==> config.mk <==
export PLATFORM = sky130hd
export DESIGN_NAME = rr_mux_n_1
export DESIGN_NICKNAME = d
export VERILOG_FILES = /design/src/rtl/rr_mux_pkg.sv /design/src/rtl/rr_mux_arbiter.sv /design/src/rtl/rr_mux_n_1.sv
export SDC_FILE = /design/constraint.sdc
export NUM_CORES = 1
export LEC_CHECK = 0
export ABC_AREA = 0
export ABC_CLOCK_PERIOD_IN_PS = 3800
export CORE_MARGIN = 3
export CORE_UTILIZATION = 35
export CTS_BUF_LIST = sky130_fd_sc_hd__clkbuf_4 sky130_fd_sc_hd__clkbuf_8
export CTS_CLUSTER_DIAMETER = 100
export DETAILED_ROUTE_END_ITERATION = 8
export GPL_TIMING_DRIVEN = 0
export PLACE_DENSITY_LB_ADDON = 0.25
export SETUP_SLACK_MARGIN = 0.5
export SLEW_MARGIN = 10
export SYNTH_ARGS = -nofsm -noshare
export SYNTH_HDL_FRONTEND = slang
export SYNTH_SLANG_ARGS = --single-unit
==> constraint.sdc <==
create_clock -name clk -period 3.8 [get_ports clk]
set_input_delay 0.76 -clock clk [delete_from_list [all_inputs] [get_ports clk]]
set_output_delay 0.76 -clock clk [all_outputs]
set_load 0.05 [all_outputs]
==> src/rtl/rr_mux_pkg.sv <==
// rr_mux_pkg: shared helpers for the round-robin N:1 registered multiplexer.
//   calc_chan_w : width of a channel index (at least 1 bit).
//   next_chan   : channel increment with wrap from n-1 back to 0.
package rr_mux_pkg;

    function automatic int calc_chan_w(input int n);
        return (n <= 2) ? 1 : $clog2(n);
    endfunction

    function automatic int next_chan(input int c, input int n);
        return (c >= n - 1) ? 0 : c + 1;
    endfunction

endpackage

==> src/rtl/rr_mux_arbiter.sv <==
// rr_arbiter: combinational round-robin grant selection.
// Ports:
//   req_i       - per-channel request vector
//   ptr_i       - highest-priority channel for this cycle
//   lock_i      - packet lock; only channel ptr_i may be granted
//   gnt_o       - granted channel index (equals ptr_i when nothing granted)
//   gnt_valid_o - a channel is granted
module rr_arbiter
    import rr_mux_pkg::*;
#(
    parameter int CHANNELS = 4,
    parameter int CHAN_W   = calc_chan_w(CHANNELS)
) (
    input  logic [CHANNELS-1:0] req_i,
    input  logic [CHAN_W-1:0]   ptr_i,
    input  logic                lock_i,
    output logic [CHAN_W-1:0]   gnt_o,
    output logic                gnt_valid_o
);

    logic [CHAN_W-1:0] scan_idx;

    always_comb begin
        gnt_o       = ptr_i;
        gnt_valid_o = 1'b0;
        scan_idx    = '0;
        if (lock_i) begin
            // Locked: hold the grant on the packet owner even while it idles.
            gnt_valid_o = req_i[ptr_i];
        end else begin
            // Scan ptr, ptr+1, ... modulo CHANNELS; first requester wins.
            for (int k = 0; k < CHANNELS; k++) begin
                scan_idx = CHAN_W'((int'(ptr_i) + k) % CHANNELS);
                if (!gnt_valid_o && req_i[scan_idx]) begin
                    gnt_valid_o = 1'b1;
                    gnt_o       = scan_idx;
                end
            end
        end
    end

endmodule

==> src/rtl/rr_mux_n_1.sv <==
// rr_mux_n_1: N-input, W-bit registered multiplexer with round-robin
// arbitration and valid/ready handshakes. Each accepted beat is captured in a
// single output register tagged with its source channel.
// Optional feature macro: RR_MUX_LOCK_EN (adds in_last/out_last and packet lock).
// Ports:
//   clk, rst_n            - clock, asynchronous active-low reset
//   in_data               - channel i at [i*WIDTH +: WIDTH]
//   in_valid / in_ready   - per-channel handshake; in_ready is one-hot or zero
//   in_last               - end-of-packet flag (RR_MUX_LOCK_EN only)
//   out_data / out_chan   - registered beat and its source channel
//   out_last              - registered last flag (RR_MUX_LOCK_EN only)
//   out_valid / out_ready - output handshake
module rr_mux_n_1
    import rr_mux_pkg::*;
#(
    parameter int WIDTH    = 4,
    parameter int CHANNELS = 4,
    parameter int CHAN_W   = calc_chan_w(CHANNELS)
) (
    input  logic                      clk,
    input  logic                      rst_n,
    input  logic [CHANNELS*WIDTH-1:0] in_data,
    input  logic [CHANNELS-1:0]       in_valid,
    output logic [CHANNELS-1:0]       in_ready,
`ifdef RR_MUX_LOCK_EN
    input  logic [CHANNELS-1:0]       in_last,
`endif
    output logic [WIDTH-1:0]          out_data,
    output logic [CHAN_W-1:0]         out_chan,
`ifdef RR_MUX_LOCK_EN
    output logic                      out_last,
`endif
    output logic                      out_valid,
    input  logic                      out_ready
);

    logic [WIDTH-1:0]  data_q, data_d;
    logic [CHAN_W-1:0] chan_q, chan_d;
    logic              valid_q, valid_d;
    logic [CHAN_W-1:0] ptr_q, ptr_d;
    logic              lock_sel;
`ifdef RR_MUX_LOCK_EN
    logic              last_q, last_d;
    logic              lock_q, lock_d;
`endif

    logic              load;
    logic [CHAN_W-1:0] gnt;
    logic              gnt_valid;
    logic [CHAN_W-1:0] gnt_inc;
    logic [WIDTH-1:0]  sel_data;

`ifdef RR_MUX_LOCK_EN
    assign lock_sel = lock_q;
`else
    assign lock_sel = 1'b0;
`endif

    rr_arbiter #(
        .CHANNELS (CHANNELS),
        .CHAN_W   (CHAN_W)
    ) u_arb (
        .req_i       (in_valid),
        .ptr_i       (ptr_q),
        .lock_i      (lock_sel),
        .gnt_o       (gnt),
        .gnt_valid_o (gnt_valid)
    );

    // The register can take a new beat whenever it is empty or being drained.
    assign load     = !valid_q || out_ready;
    assign gnt_inc  = CHAN_W'(next_chan(int'(gnt), CHANNELS));
    assign sel_data = in_data[int'(gnt)*WIDTH +: WIDTH];

    always_comb begin
        in_ready = '0;
        if (load && gnt_valid) begin
            in_ready[gnt] = 1'b1;
        end
    end

    always_comb begin
        data_d  = data_q;
        chan_d  = chan_q;
        valid_d = valid_q;
        ptr_d   = ptr_q;
`ifdef RR_MUX_LOCK_EN
        last_d  = last_q;
        lock_d  = lock_q;
`endif
        if (load) begin
            if (gnt_valid) begin
                data_d  = sel_data;
                chan_d  = gnt;
                valid_d = 1'b1;
                ptr_d   = gnt_inc;
`ifdef RR_MUX_LOCK_EN
                last_d  = in_last[gnt];
                if (in_last[gnt]) begin
                    lock_d = 1'b0;
                end else begin
                    // Mid-packet: pin the pointer on the owner.
                    lock_d = 1'b1;
                    ptr_d  = gnt;
                end
`endif
            end else begin
                valid_d = 1'b0;
            end
        end
    end

    always_ff @(posedge clk or negedge rst_n) begin
        if (!rst_n) begin
            data_q  <= '0;
            chan_q  <= '0;
            valid_q <= 1'b0;
            ptr_q   <= '0;
`ifdef RR_MUX_LOCK_EN
            last_q  <= 1'b0;
            lock_q  <= 1'b0;
`endif
        end else begin
            data_q  <= data_d;
            chan_q  <= chan_d;
            valid_q <= valid_d;
            ptr_q   <= ptr_d;
`ifdef RR_MUX_LOCK_EN
            last_q  <= last_d;
            lock_q  <= lock_d;
`endif
        end
    end

    assign out_data  = data_q;
    assign out_chan  = chan_q;
    assign out_valid = valid_q;
`ifdef RR_MUX_LOCK_EN
    assign out_last  = last_q;
`endif

    // Producer obligation: data stays put while a request waits.
    a_ready_onehot: assert property (@(posedge clk) disable iff (!rst_n)
        $onehot0(in_ready));

    for (genvar i = 0; i < CHANNELS; i++) begin : g_stable
        a_data_stable: assert property (@(posedge clk) disable iff (!rst_n)
            (in_valid[i] && !in_ready[i]) |=>
                (!in_valid[i] || $stable(in_data[i*WIDTH +: WIDTH])));
    end

endmodule

## Yosys cells after proc, flatten, opt, wreduce, memory -nomap -nowiden

Cells that the tools add are included.

| storage, ports and cells | value |
|---|---|
| flip-flop bits (word level) | 9 |
| bits in latches | 0 |
| bits in writable memories | 0 |
| bits in read-only memories | 0 |
| output and inout port bits | 11 |
| logic and storage cells | 47 |
| memories | 0 |

| cells by class | value |
|---|---|
| add/sub/neg operators | 4 |
| multipliers | 0 |
| div/mod/pow operators | 0 |
| magnitude comparators | 7 |
| equal/unequal tests | 0 |
| shift-type cells | 1 |
| multiplexer cells | 20 |
| bitwise logic cells | 0 |
| reduce and logical (&&, ||, !) cells | 11 |

Operators by type and width:

| cell | number |
|---|---|
| 16-bit by 5-bit indexed part select with 4-bit output | 1 |
| 2-bit by 3-bit < comparator with 1-bit output (second input constant) | 5 |
| 1-bit 2-to-1 mux | 10 |
| 1-bit binary-select mux with 2-bit select | 4 |
| 2-bit 2-to-1 mux | 4 |
| 1-bit logical AND | 5 |
| 2-bit by 1-bit adder with 2-bit output (second input constant) | 2 |
| 2-bit adder (second input constant) | 2 |
| 1-bit zero test | 4 |
| 4-bit 2-to-1 mux | 1 |
| 1-bit demux with 2-bit select | 1 |
| 2-bit by 1-bit >= comparator with 1-bit output (second input constant) | 1 |
| 2-bit >= comparator (second input constant) | 1 |
| 2-bit AND reduction | 1 |
| 1-bit logical OR | 1 |

## Depth between registers and ports, before layout

| depth | value |
|---|---|
| depth in word-level cells | 17 |
| mapped depth | 8 |
| gate-level depth less buffers | 7 |

## By module

From an unflattened synthesis, not the netlist that was laid out.

| second synthesis, totals | value |
|---|---|
| cell total of the unflattened synthesis | 66 |
| area total of the unflattened synthesis | 732.0 um^2 |

Modules (own cells, without submodules):

| module | instances | cells each | area each (um^2) |
|---|---|---|---|
| rr_mux_n_1 | 1 | 39 | 551.8 |
| rr_arbiter | 1 | 27 | 180.2 |

## Least setup slack after synthesis

Ideal clock, no wire load.

| path | value |
|---|---|
| path kind | input to output |
| from | in in_valid[0] |
| to | out in_ready[3] |
| arrival | 2.148 ns |
| data required time | 3.040 ns |
| slack | 0.892 ns |
| stages on the path | 7 |
| buffers on the path | 1 |
| cells stage by stage | nor2b_1 -> o21a_1 -> a221o_1 -> buf_6 -> inv_1 -> ha_1 -> and2_1 |

| on the way | value |
|---|---|
| word-level cells in the longest chain between the ends | 17 |

Ends and longest elaborated chain:

| element | RTL line | text |
|---|---|---|
| start: declaration | rr_mux_n_1.sv:23 | `input logic [CHANNELS-1:0] in_valid,` |
| 1-bit binary-select mux with 2-bit select | rr_mux_arbiter.sv:34 | `if (!gnt_valid_o && req_i[scan_idx]) begin` |
| 1-bit 2-to-1 mux (not written as such) | rr_mux_arbiter.sv:34 |  |
| 1-bit 2-to-1 mux | rr_mux_arbiter.sv:34 |  |
| 1-bit zero test | rr_mux_arbiter.sv:34 |  |
| 1-bit logical AND | rr_mux_arbiter.sv:34 |  |
| 1-bit 2-to-1 mux | rr_mux_arbiter.sv:34 |  |
| 1-bit zero test | rr_mux_arbiter.sv:34 |  |
| 1-bit logical AND | rr_mux_arbiter.sv:34 |  |
| [... 2 more ...] | -- |  |
| 1-bit logical AND | rr_mux_arbiter.sv:34 |  |
| 2-bit 2-to-1 mux (*) | rr_mux_arbiter.sv:34 |  |
| named net gnt[0] | rr_mux_n_1.sv:48 | `logic [CHAN_W-1:0] gnt;` |
| 2-bit by 3-bit < comparator with 1-bit output (not written as such) or 2-bit by 1-bit >= comparator with 1-bit output (tied branches) | rr_mux_n_1.sv:78 | `in_ready[gnt] = 1'b1;` |
| 1-bit logical AND (not written as such) | rr_mux_n_1.sv:78 |  |
| 1-bit 2-to-1 mux (not written as such) | rr_mux_n_1.sv:78 |  |
| 1-bit demux with 2-bit select (*) | rr_mux_n_1.sv:78 |  |
| 4-bit 2-to-1 mux (*) | rr_mux_n_1.sv:77 | `if (load && gnt_valid) begin` |
| end: declaration | rr_mux_n_1.sv:24 | `output logic [CHANNELS-1:0] in_ready,` |

The timed path passes the listed nets; every way through them passes the cells marked *. The select of a mux whose other input is x is not followed.

## Worst setup path after layout

| path | value |
|---|---|
| from | in in_valid[0] |
| to | out in_ready[0] |

Same word-level chain as after synthesis.

==> impl_results.md <==
* Final core utilization at 60.00%
* Die area at 2554 µm²
* Synth Area in XOR/XNOR at 0%
* Ant diodes at 0
* Critical path arrival at 2.46 ns
* Sequential area share after synthesis at 32.43%
* Post-synth top cells: dfrtp_1, inv_1, nand2_1
* Pin count of the biggest net entering global routing at 12
* Syn Nets at 98
* Largest family of logic cells by synthesized area: compound AO/OA/AOI/OAI gates
* Max FO, Critical Path at 6
* Die width at 50.54 µm
* GR Util All Layers at 15.59%
* FMAX at 310.1 MHz
* CTS tree: built
* Element type at the critical path end: output port
* CP max stage delay at 0.52 ns
* Vias in the first global route at 699
* Num CTS Buffers at 3
* Most frequent cell after synthesis: dfrtp_1
* Outcome: finished clean
* Clk slew on worst S/H paths at 0.06 ns
* Leakage at 0.4814 nW
* Mux cell area share after synthesis at 10.27%
* Via count at 676
* Register area at 225.2 µm²
* Syn Std Cell Area at 694.4 µm²
* Crit Path Category: input pin to output port
* Setup violations, final at 0
* Met1 usage at 18.82%
* Synth area leader: dfrtp_1
* Avg Inst Size Synth at 9.781 µm²
* Headroom to the max-slew limit at 66.20%
* Peak VDD IR at 315.1 µV
* Initial antenna violation count at 0
* Top-area cell type share of the netlist area at 32.43%
* Die Y-Extent at 50.54 µm
* Via density per instance at 5.083
* GR Util met3 at 2.967%
* CTS max path bufs at 2
* DRC at 0
* WL/cell at 13.59 µm
* Final TNS setup at 0 ns
* Slowest-stage cell, CP: or4_1
* Ys flop type: dfrtp_1
* Final Max Tran Viols at 0
* Initial DRC Count at 6
* Layout Skew at 0.0008032 ns
* Synth Instances at 71
* DRT Wirelength at 1807 µm
* Place WS at -0.3181 ns
* GRT Residual Overflow at 0
* Critical path cell sequence: dlygate4sd2_1, and3b_2, or4_1, nand2_2, inv_1, ha_1, and2_1, buf_4
* Hold Fails Final Rpt at 0
* Root Driver: clkbuf_4
* RSZ-0062 raised after global routing: false
* H-tree levels at 1
* Footprint of the multi-input gates at 434.2 µm²
* Hold WC Path Type: register to register
* Initial Util at 38.54%
* Post-synthesis simple-gate area fraction at 18.56%
* Yosys warns at 0
* Core area at 1802 µm²
* Routed Antenna Nets at 0
* CTS sink cnt at 9
* Number of max-cap violations at 0
* Compound-Gate Fraction of Synth Area at 25.59%
* Setup Fix Bufs, Post-CTS at 0
* Global-route wire length before repair at 3022 µm
* IO buf count at 33
* Adder-Cell Fraction of Synth Area at 7.207%
* Worst Tran Pin Value at 0.5054 ns
* Setup crit start kind: input pin
* Unique masters post-synth at 27
* Final Critical Period at 3.225 ns
* Fillers at 190
* Routing usage on met2 at 26.74%
* TritonRoute pass-1 iters at 4
* Nets at 136
* PwrDens at 607.0 nW/µm²
* Gpl congestion at 0.7471
* Post-synth EDFFs at 0
* Worst Path Required at 3.04 ns
* Site Rows at 15
* Design Power at 0.6561 mW
* Clock Latency Late Sink at 0.26 ns
* Most Crowded Layer GR: met2
* Hpwl dp at 1421 µm
* Main area contributors after synthesis: dfrtp_1, mux2_4, ha_1
* P&R area growth vs syn at 55.68%
* IO Count at 34
* Seq cells post-synth at 9
* Share of post-route cells with drive strength above 1 at 27.78%
* Final worst slack at 0.5755 ns
* Final Cycle Share at 84.86%
* Fraction of registers with async set/reset at 100.0%
-- routing by layer --
layer / wire length (µm) / vias up / share of wire, %
met2: 877 / 19 / 49
met3: 104 / 2 / 5.8
met1: 814 / 321 / 45
met5: 0 / - / 0
met4: 10 / 0 / 0.55
li1: - / 334 / -
-- report_power, final --
part	internal (mW)	switching, mW
combinational	0.171	0.243
clock	0.0476	0.0340
sequential	0.132	0.0292
total	0.350	0.306
-- cells by family after synthesis --
family / Yosys count
adder cells (fa/ha/maj): 4
flip-flops: 9
multiplexers: 5
AO/OA/AOI/OAI: 21
buffers and inverters: 9
AND/OR/NAND/NOR: 23
-- area by class of cell --
type	count	area share, %
inverter	7	2.431
buffer	2	1.505
timing repair buffer	33	29.40
clock buffer	4	2.778
sequential	9	20.83
tap	25	2.894
multi-input combinational	53	40.16
-- worst max-delay path, delay by kind of cell --
kind	cells	cell delay (ns)
adders and majority gates	1	0.17
buffers and inverters	3	0.54
and+or+nand+nor	4	1.00
-- cells in the final DEF (no fill, tap or decap), drive strengths merged --
cell type      count
nor3               1
nand3              1
or4                1
o2bb2ai            1
buf                5
mux2               5
clkdlybuf4s50     26
nor2               1
and2               4
ha                 4
o221a              4
inv                7
clkbuf             6
nor4               1
a211oi             4
and3b              1
a221o              1
a211o              4
or3b               1
o21ai              4
dfrtp              9
a21oi              2
nor2b              4
dlygate4sd2        2
o21a               1
nand2              8
-- flip-flops by register name, summed over array words and instances, names as in the netlist --
| name | flops |
|---|---|
| out_chan | 2 |
| ptr_q | 2 |
| out_data | 4 |
| out_valid | 1 |
-- final timing paths --
check / start / cells past startpoint / endpoint / slack [ns]
worst max-delay path: in_valid[0] / 8 / in_ready[0] / 0.58
max in group asynchronous: rst_n / 1 / ptr_q[1]$_DFFE_PN0P_ / 2.73
worst min register to register: out_chan[0]$_DFFE_PN0P_ / 1 / out_chan[0]$_DFFE_PN0P_ / 0.52
worst min-delay path: out_chan[0]$_DFFE_PN0P_ / 1 / out_chan[0]$_DFFE_PN0P_ / 0.52
min in group asynchronous: rst_n / 1 / out_chan[1]$_DFFE_PN0P_ / 0.79
worst max register to register: ptr_q[0]$_DFFE_PN0P_ / 6 / out_data[3]$_DFFE_PN0P_ / 1.93
-- stage by stage --
| stage | cells | hold WS, ns | instance area (µm²) |
|---|---|---|---|
| floorplan | 71 | 0.4644 | 694.4 |
| global route | 133 | 0.5391 | 1081 |
| finish | 133 | 0.5163 | 1081 |
| CTS | 133 | 0.5186 | 1084 |
| detailed placement | 129 | 0.4948 | 1056 |
| global placement | 129 | 0.5001 | 1056 |
-- timing repair --
item,CTS,global route
endpoints found under the hold margin,0,0
endpoints found under the setup margin,4,4
resized for setup,30,5
hold buffers,0,0
Note: power is estimated with default switching activity, not from simulation.
